==> src/rtl/sdram_port_arbiter_if.sv <==
// Byte-port bundle shared by the two arbiter clients and the SDRAM side.
// Toggle handshake: the master flips req to start a transfer, and the slave flips ack
// (making ack == req) when the transfer is complete.
//   req : master -> slave  toggle request
//   ack : slave -> master  toggle acknowledge
//   we  : master -> slave  write enable
//   a   : master -> slave  byte address, a_bits wide
//   d   : master -> slave  write data
//   q   : slave -> master  read data
interface sdram_port_arbiter_if #(
  parameter int unsigned a_bits = 24
);
  logic              req;
  logic              ack;
  logic              we;
  logic [a_bits-1:0] a;
  logic [7:0]        d;
  logic [7:0]        q;

  modport master (output req, we, a, d, input ack, q);
  modport slave  (input req, we, a, d, output ack, q);
endinterface

==> src/rtl/sdram_port_arbiter.sv <==
// Two-client round-robin arbiter in front of a single SDRAM byte port (sysclk domain).
// At most one RAM transaction is outstanding at a time. When both clients are pending,
// the client that was not granted last wins.
//   clk     : system clock; all logic is clocked on the rising edge
//   reset_n : synchronous active-low reset
//   a       : client A (DMA engine), slave side of the toggle handshake
//   b       : client B (MMC64), slave side of the toggle handshake
//   ram     : SDRAM byte port, master side of the toggle handshake
module sdram_port_arbiter #(
  parameter int unsigned a_bits = 24
) (
  input  logic                 clk,
  input  logic                 reset_n,
  sdram_port_arbiter_if.slave  a,
  sdram_port_arbiter_if.slave  b,
  sdram_port_arbiter_if.master ram
);

  typedef enum logic [1:0] {StIdle, StIssue, StWait} state_e;

  state_e            state_q, state_d;
  logic              ram_req_q, ram_req_d;
  logic              ram_we_q, ram_we_d;
  logic [a_bits-1:0] ram_addr_q, ram_addr_d;
  logic [7:0]        ram_wdata_q, ram_wdata_d;
  logic              a_ack_q, a_ack_d;
  logic              b_ack_q, b_ack_d;
  logic [7:0]        a_rdata_q, a_rdata_d;
  logic [7:0]        b_rdata_q, b_rdata_d;
  // Last (and, during a transaction, current) grant: 1 = client B.
  logic              grant_b_q, grant_b_d;

  logic a_pend, b_pend;

  assign a_pend = a.req ^ a_ack_q;
  assign b_pend = b.req ^ b_ack_q;

  assign ram.req = ram_req_q;
  assign ram.we  = ram_we_q;
  assign ram.a   = ram_addr_q;
  assign ram.d   = ram_wdata_q;
  assign a.ack   = a_ack_q;
  assign a.q     = a_rdata_q;
  assign b.ack   = b_ack_q;
  assign b.q     = b_rdata_q;

  always_comb begin
    state_d     = state_q;
    ram_req_d   = ram_req_q;
    ram_we_d    = ram_we_q;
    ram_addr_d  = ram_addr_q;
    ram_wdata_d = ram_wdata_q;
    a_ack_d     = a_ack_q;
    b_ack_d     = b_ack_q;
    a_rdata_d   = a_rdata_q;
    b_rdata_d   = b_rdata_q;
    grant_b_d   = grant_b_q;

    case (state_q)
      StIdle: begin
        if (a_pend && (!b_pend || grant_b_q)) begin
          grant_b_d   = 1'b0;
          ram_we_d    = a.we;
          ram_addr_d  = a.a;
          ram_wdata_d = a.d;
          state_d     = StIssue;
        end else if (b_pend) begin
          grant_b_d   = 1'b1;
          ram_we_d    = b.we;
          ram_addr_d  = b.a;
          ram_wdata_d = b.d;
          state_d     = StIssue;
        end
      end

      StIssue: begin
        ram_req_d = ~ram_req_q;
        state_d   = StWait;
      end

      StWait: begin
        if (ram.ack == ram_req_q) begin
          if (!ram_we_q) begin
            if (grant_b_q) b_rdata_d = ram.q;
            else           a_rdata_d = ram.q;
          end
          // Ack takes the live req level rather than inverting itself, so an illegal
          // extra toggle during service merges into this transaction instead of
          // leaving the client pending again.
          if (grant_b_q) b_ack_d = b.req;
          else           a_ack_d = a.req;
          state_d = StIdle;
        end
      end

      default: state_d = StIdle;
    endcase
  end

  always_ff @(posedge clk) begin
    if (!reset_n) begin
      state_q     <= StIdle;
      // Sync both handshakes to their peers so that nothing is pending after release.
      ram_req_q   <= ram.ack;
      a_ack_q     <= a.req;
      b_ack_q     <= b.req;
      ram_we_q    <= 1'b0;
      ram_addr_q  <= '0;
      ram_wdata_q <= 8'h00;
      a_rdata_q   <= 8'h00;
      b_rdata_q   <= 8'h00;
      grant_b_q   <= 1'b1;
    end else begin
      state_q     <= state_d;
      ram_req_q   <= ram_req_d;
      a_ack_q     <= a_ack_d;
      b_ack_q     <= b_ack_d;
      ram_we_q    <= ram_we_d;
      ram_addr_q  <= ram_addr_d;
      ram_wdata_q <= ram_wdata_d;
      a_rdata_q   <= a_rdata_d;
      b_rdata_q   <= b_rdata_d;
      grant_b_q   <= grant_b_d;
    end
  end

endmodule

==> src/flat_wrapper.sv <==
// flat-port wrapper written by rule: the top's interface ports become plain ports
module sdram_port_arbiter_flat 
#(
  parameter int unsigned a_bits = 24
)
  (clk, reset_n, a_req, a_we, a_a, a_d, a_ack, a_q, b_req, b_we, b_a, b_d, b_ack, b_q, ram_req, ram_we, ram_a, ram_d, ram_ack, ram_q);
  sdram_port_arbiter_if #(.a_bits(a_bits)) a_i ();
  sdram_port_arbiter_if #(.a_bits(a_bits)) b_i ();
  sdram_port_arbiter_if #(.a_bits(a_bits)) ram_i ();
  input  logic clk;
  input  logic reset_n;
  input wire logic [$bits(a_i.req)-1:0] a_req;
  input wire logic [$bits(a_i.we)-1:0] a_we;
  input wire logic [$bits(a_i.a)-1:0] a_a;
  input wire logic [$bits(a_i.d)-1:0] a_d;
  output wire logic [$bits(a_i.ack)-1:0] a_ack;
  output wire logic [$bits(a_i.q)-1:0] a_q;
  input wire logic [$bits(b_i.req)-1:0] b_req;
  input wire logic [$bits(b_i.we)-1:0] b_we;
  input wire logic [$bits(b_i.a)-1:0] b_a;
  input wire logic [$bits(b_i.d)-1:0] b_d;
  output wire logic [$bits(b_i.ack)-1:0] b_ack;
  output wire logic [$bits(b_i.q)-1:0] b_q;
  output wire logic [$bits(ram_i.req)-1:0] ram_req;
  output wire logic [$bits(ram_i.we)-1:0] ram_we;
  output wire logic [$bits(ram_i.a)-1:0] ram_a;
  output wire logic [$bits(ram_i.d)-1:0] ram_d;
  input wire logic [$bits(ram_i.ack)-1:0] ram_ack;
  input wire logic [$bits(ram_i.q)-1:0] ram_q;
  assign a_i.req = a_req;
  assign a_i.we = a_we;
  assign a_i.a = a_a;
  assign a_i.d = a_d;
  assign a_ack = a_i.ack;
  assign a_q = a_i.q;
  assign b_i.req = b_req;
  assign b_i.we = b_we;
  assign b_i.a = b_a;
  assign b_i.d = b_d;
  assign b_ack = b_i.ack;
  assign b_q = b_i.q;
  assign ram_req = ram_i.req;
  assign ram_we = ram_i.we;
  assign ram_a = ram_i.a;
  assign ram_d = ram_i.d;
  assign ram_i.ack = ram_ack;
  assign ram_i.q = ram_q;
  sdram_port_arbiter #(.a_bits(a_bits)) u_core (.clk(clk), .reset_n(reset_n), .a(a_i), .b(b_i), .ram(ram_i));
endmodule
==> config.mk <==
export PLATFORM = sky130hd
export DESIGN_NAME = sdram_port_arbiter_flat
export DESIGN_NICKNAME = d
export VERILOG_FILES = /design/src/rtl/sdram_port_arbiter_if.sv /design/src/rtl/sdram_port_arbiter.sv /design/src/flat_wrapper.sv
export SDC_FILE = /design/constraint.sdc
export NUM_CORES = 1
export LEC_CHECK = 0
export CAP_MARGIN = 0
export CORE_UTILIZATION = 25
export DETAILED_ROUTE_END_ITERATION = 6
export MAX_ROUTING_LAYER = met4
export SLEW_MARGIN = 40
export SYNTH_ARGS = -nofsm -noshare
export SYNTH_HDL_FRONTEND = slang
export SYNTH_SLANG_ARGS = --single-unit
export TNS_END_PERCENT = 30
==> constraint.sdc <==
create_clock -name clk -period 3.6 [get_ports clk]
set_input_delay 0.54 -clock clk [delete_from_list [all_inputs] [get_ports clk]]
set_output_delay 0.54 -clock clk [all_outputs]
set_load 0.05 [all_outputs]
; Yosys cells after proc, flatten, opt, wreduce, memory -nomap -nowiden
; Index checks and enable logic that the tools add are counted.
[totals]
mem_bits_ro = 0
n_memories = 0
latchBits = 0
mem_bits_rw = 0
input_bits = 79
ff_bits = 55
wordCells = 58
[classes]
eq_ne = 10
n_lt_le_gt_ge = 0
n_addsub = 0
shift = 0
multipliers = 0
n_bitwise = 5
n_mux = 22
n_reduce_logical = 11
div = 0
[op_table]
columns = cell, n
row1 = 24-bit 2-to-1 mux, 2
row2 = 8-bit 2-to-1 mux, 2
row3 = 1-bit 2-to-1 mux, 14
row4 = "2-bit by 1-bit != test with 1-bit output, second input constant", 5
row5 = 4-bit AND reduction, 2
row6 = 2-bit 2-to-1 mux, 3
row7 = 2-bit case mux with 3 select lines, 1
row8 = 3-bit AND reduction, 2
row9 = 2-bit AND reduction, 2
row10 = "3-bit by 1-bit != test with 1-bit output, second input constant", 1
row11 = 1-bit inverter, 3
row12 = "2-bit by 1-bit equality test with 1-bit output, second input constant", 1
row13 = "2-bit equality test, second input constant", 1
row14 = 2-bit logical NOT, 1
row15 = "2-bit != test, second input constant", 1
row16 = 2-bit nonzero test, 1
row17 = 1-bit bitwise XOR, 2
row18 = 1-bit equality test, 1
row19 = 1-bit logical AND, 1
row20 = 1-bit logical NOT, 1
row21 = 1-bit logical OR, 1

; Depth between registers and ports, before layout
[depth]
word_depth = 6
mapped_depth = 6
mapped_depth_nobuf = 4

; Least setup slack after synthesis
; Ideal clock, no wire load.
[synth_timing]
kind = register -> register
startpoint = register u_core.b_ack_q, in the netlist u_core.b.ack
endpoint = register u_core.ram_addr_q[0], in the netlist u_core.ram.a[0]
setup_ns = 0.125
t_arrival_ns = 1.545
path_slack_ns = 1.930
path_buffers = 2
stages_incl_launch_ff = 6
path_cell_list = edfxtp_1 > xnor2_1 > a21boi_2 > buf_2 > buf_2 > a31oi_1
[synth_between]
elab_chain_len = 6
elab_cells_between_ends = 7
cone_classes = 1 x mux / 1 x bitwise / 5 x reduce/logical
[synth_lines]
columns = element, line_no
row1 = "start, declared", sdram_port_arbiter.sv:27  ; logic b_ack_q, b_ack_d;
row2 = "start signal, assigned", sdram_port_arbiter.sv:106  ; b_ack_q <= b.req;
row3 = "start signal, assigned", sdram_port_arbiter.sv:117  ; b_ack_q <= b_ack_d;
row4 = 1-bit bitwise XOR (*), sdram_port_arbiter.sv:36  ; assign b_pend = b.req ^ b_ack_q;
row5 = 1-bit logical NOT, sdram_port_arbiter.sv:61  ; if (a_pend && (!b_pend || grant_b_q)) begin
row6 = 1-bit logical OR, sdram_port_arbiter.sv:61
row7 = 1-bit logical AND, sdram_port_arbiter.sv:61
row8 = 2-bit nonzero test (no source line), --
row9 = 2-bit AND reduction (no source line), --
row10 = "end signal, assigned", sdram_port_arbiter.sv:119  ; ram_addr_q <= ram_addr_d;
row11 = "end, declared", sdram_port_arbiter.sv:24  ; logic [a_bits-1:0] ram_addr_q, ram_addr_d;
; Mark *: on every way between the ends. The rest lies on a longest branch, timed or not.
; A chain may end at the register's enable or synchronous reset.

; Worst setup path after layout
[layout_timing]
startpoint = input port b_req
endpoint = register u_core.ram_wdata_q[3], in the netlist u_core.ram.d[3]
[layout_between]
elab_chain_len = 6
elab_cells_between_ends = 7
cone_classes = 1 x mux / 1 x bitwise / 5 x reduce/logical
[layout_lines]
columns = element, line_no
row1 = "start, declared", flat_wrapper.sv:18  ; input wire logic [$bits(b_i.req)-1:0] b_req;
row2 = 1-bit bitwise XOR (*), sdram_port_arbiter.sv:36
row3 = 1-bit logical NOT, sdram_port_arbiter.sv:61
row4 = 1-bit logical OR, sdram_port_arbiter.sv:61
row5 = 1-bit logical AND, sdram_port_arbiter.sv:61
row6 = 2-bit nonzero test (no source line), --
row7 = 2-bit AND reduction (no source line), --
row8 = "end signal, assigned", sdram_port_arbiter.sv:120  ; ram_wdata_q <= ram_wdata_d;
row9 = "end, declared", sdram_port_arbiter.sv:25  ; logic [7:0] ram_wdata_q, ram_wdata_d;
; Marks and branches as above.

==> insert_results.sql <==
INSERT INTO impl_metrics (metric_group, metric, value, unit) VALUES
('sta', 'clock.fmax', '448', 'MHz'),
('sta', 'timing_worst_slew_pin_value', '0.666', 'ns'),
('sta', 'period_minus_slack', '2.23', 'ns'),
('placed_design', 'finalWeightedCongestion', '0.678', ''),
('grt', 'grt_antenna_before_repair', '0', ''),
('routing', 'routedWlPerCell', '13.0', 'um'),
('sta', 'hold_violations', '0', ''),
('clock_tree', 'clkLatencyLatePin', '0.30', 'ns'),
('cells_and_area', 'layout.filler_cells', '877', ''),
('routing', 'drt_drc_violations_left', '14', ''),
('placed_design', 'place.detailed.instances', '492', ''),
('cells_and_area', 'final_cell_count_without_fillers', '500', ''),
('floorplanning', 'die_x', '97.9', 'um'),
('placed_design', 'post-dp-hpwl', '4610', 'um'),
('clock_tree', 'post_cts_resized', '0', ''),
('sta', 'slew_headroom', '0.555', ''),
('cells_and_area', 'design.final.nets', '470', ''),
('clock_tree', 'number_of_buffers_on_the_longest_clock_path', '2', ''),
('worst_setup_path', 'path_max_fanout', '22', ''),
('worst_setup_path', 'worst-setup-path-type', 'in2reg', ''),
('hold_path', 'hold_path_class', 'reg2reg', ''),
('clock_tree', 'post_cts.repair.setup_buffers', '0', ''),
('clock_tree', 'clock-sinks', '55', ''),
('grt', 'gr_ovfl_total', '0', ''),
('hold_path', 'min-delay-start', 'u_core.a.q[0]$_SDFFE_PN0P_', ''),
('worst_setup_path', 'critPathArrivalTime', '2.46', 'ns'),
('placed_design', 'port-buffer-count', '130', ''),
('sta', 'clock_skew', '0.00967', 'ns'),
('clock_tree', 'cts.reportedPaths.clkPinSlew', '0.10', 'ns'),
('clock_tree', 'numCtsBuffers', '5', ''),
('sta', 'setup_violations', '0', ''),
('floorplanning', 'floorplan.rows', '34', ''),
('yosys', 'synth.yosys.warnings', '0', ''),
('status', 'violated_checks', 'DRC', ''),
('worst_setup_path', 'worstReg2RegStart', 'u_core.b.ack$_DFFE_PP_', ''),
('floorplanning', 'fp.dieH', '97.9', 'um'),
('floorplanning', 'floorplan.initialDensity', '0.261', ''),
('clock_tree', 'post_cts_hold_buffer_count', '0', ''),
('worst_setup_path', 'worst_setup_path_start_kind', 'primary input', ''),
('floorplanning', 'num_ports', '131', ''),
('clock_tree', 'htreeDepth', '2', ''),
('routing', 'detailedRoute.firstPassIterationCount', '6', ''),
('worst_setup_path', 'end_kind', 'register', ''),
('routing', 'num_vias', '2281', ''),
('cells_and_area', 'layout-drive-gt1-share', '0.0383', ''),
('flow_run', 'maxCapViolations', '0', ''),
('worst_setup_path', 'launching_instance_or_port_of_the_critical_path', 'b_req', ''),
('yosys', 'syn_area', '2300', 'sq um'),
('worst_setup_path', 'cp_data_required_time', '3.83', 'ns'),
('clock_tree', 'clock_tree_from_tritoncts', 'done', ''),
('power_and_ir_drop', 'power_dens_cells', '496', 'nW/um^2'),
('routing', 'drtAntennaViolNets', '0', ''),
('sta', 'grt_setup_unrepaired', 'false', ''),
('yosys', 'synth.lib_cells_used.distinct', '28', ''),
('yosys', 'post_synth.cell_area_avg', '8.41', 'sq um'),
('cells_and_area', 'diodes', '0', ''),
('sta', 'fin_tns_setup', '0', 'ns'),
('grt', 'first_global_vias', '2262', ''),
('clock_tree', 'root_buffer', 'clkbuf_8', ''),
('yosys', 'mappedNetlistNets', '352', ''),
('routing', 'drt_first_iter_violations', '82', ''),
('sta', 'fin_crit_sh', '0.620', ''),
('floorplanning', 'core_region_area', '8810', 'sq um'),
('sta', 'finalHoldWorstSlack', '0.463', 'ns'),
('routing', 'drt-total-wl', '6520', 'um'),
('grt', 'wire_length_of_the_first_global_routing_pass', '10700', 'um'),
('grt', 'grt_start_max_net_pins', '65', ''),
('grt', 'global_route.usage.total', '0.141', ''),
('status', 'run_status', 'finished, violations left', ''),
('sta', 'final-max-slew-violation-count', '0', ''),
('power_and_ir_drop', 'ir_drop', '0.216', 'mV'),
('power_and_ir_drop', 'leakage', '1.45', 'nW'),
('cells_and_area', 'area_growth', '63.6', '%'),
('yosys', 'synth_seq_cells', '55', ''),
('yosys', 'synth_seq_area_share', '0.492', ''),
('cells_and_area', 'regArea', '1130', 'sq um'),
('yosys', 'post_syn_instances', '273', ''),
('floorplanning', 'floorplan.die_area', '9580', 'sq um'),
('routing', 'via_per_instance_ratio', '4.56', ''),
('cells_and_area', 'multi_input_comb_area', '1050', 'sq um');
==> critical path, cell delays in order <==
cell             delay, ns
clkdlybuf4s50_1       0.43
xnor2_1               0.42
o21a_1                0.46
buf_4                 0.35
nand2_1               0.09
a31oi_1               0.16
==> routing by layer <==
metal | routed length [um] | vias up | GRT usage
li1 | - | 1160 | -
met5 | 0 | - | -
met4 | 70 | 0 | 0.0408
met2 | 3110 | 86 | 0.237
met3 | 444 | 6 | 0.0429
met1 | 2890 | 1029 | 0.162
==> flip-flops by register name (all words and copies together), names as in the netlist <==
signal,cells
u_core.ram.d,8
u_core.ram.a,24
u_core.a.q,8
u_core.ram.we,1
u_core.grant_b_q,1
u_core.b.ack,1
u_core.a.ack,1
u_core.state_q,2
u_core.ram.req,1
u_core.b.q,8
==> where the power goes <==
group | switching, mW | internal [mW]
Sequential | 0.0428 | 0.693
Combinational | 0.452 | 0.274
Clock | 0.197 | 0.204
==> logic make-up (layout without fill, tap and decap cells) <==
family,after synthesis,count (layout),synth area share
multiplexers,17,17,0.0741
XOR/XNOR,4,4,0.0185
flip-flops,55,55,0.492
AND/OR/NAND/NOR,102,102,0.176
AO/OA/AOI/OAI,72,72,0.183
buffers and inverters,23,142,0.0556
==> final timing paths <==
kind,end,slack (ns),cells past startpoint
worst max register to register,u_core.ram.d[3]$_SDFFE_PN0P_,1.59,5
worst min register to register,u_core.a.q[0]$_SDFFE_PN0P_,0.46,2
worst max-delay path,u_core.ram.d[3]$_SDFFE_PN0P_,1.37,6
worst min-delay path,u_core.a.q[0]$_SDFFE_PN0P_,0.46,2
==> cells in the mapped netlist <==
cell type | count | area [sq um]
a21boi_1 | 1 | 7.51
a21boi_2 | 1 | 11.3
a31oi_1 | 33 | 206
and2_1 | 1 | 6.26
and2b_1 | 1 | 7.51
buf_1 | 2 | 7.51
buf_2 | 6 | 30.0
buf_4 | 1 | 7.51
buf_6 | 4 | 45.0
clkbuf_1 | 9 | 33.8
dfxtp_1 | 52 | 1040
edfxtp_1 | 3 | 90.1
inv_1 | 1 | 3.75
mux2i_1 | 17 | 170
nand2_1 | 94 | 353
nand2b_1 | 2 | 12.5
nand3_1 | 1 | 5.00
nor2_1 | 1 | 3.75
nor2_4 | 1 | 11.3
o21a_1 | 1 | 7.51
o21ai_0 | 30 | 150
o21ai_1 | 4 | 20.0
o21ai_2 | 1 | 8.76
o2bb2ai_1 | 1 | 8.76
or3_1 | 1 | 6.26
xnor2_1 | 2 | 17.5
xnor2_2 | 1 | 16.3
xor2_1 | 1 | 8.76
==> area by class of cell <==
type | instances | area share
clock buffer | 5 | 0.0183
clock inverter | 3 | 0.0103
inverter | 1 | 0.000999
multi-input combinational | 195 | 0.278
sequential | 55 | 0.301
tap | 108 | 0.0360
timing repair buffer | 133 | 0.355
==> per-stage QoR <==
stage / util / total power, mW / setup slack, ns / cell area [sq um]
floorplan: - / 1.20 / 1.93 / 2300
global placement: 0.414 / 1.48 / 1.05 / 3650
detailed placement: 0.414 / 1.48 / 0.986 / 3650
CTS: 0.427 / 1.89 / 1.32 / 3760
global route: 0.427 / 1.97 / 1.21 / 3760
finish: 0.427 / 1.86 / 1.37 / 3760
==> placed cells by master, fill, tap and decap left out, types with 3 or more instances in the layout <==
master           synthesis  final
dfxtp_1                 52     52
mux2i_1                 17     17
o21ai_0                 30     30
a31oi_1                 33     33
buf_4                    1      3
nand2_1                 94     94
o21ai_1                  4      4
clkbuf_8                 0      5
clkdlybuf4s50_1          0    129
edfxtp_1                 3      3
Power figures use the tool's default switching activity.
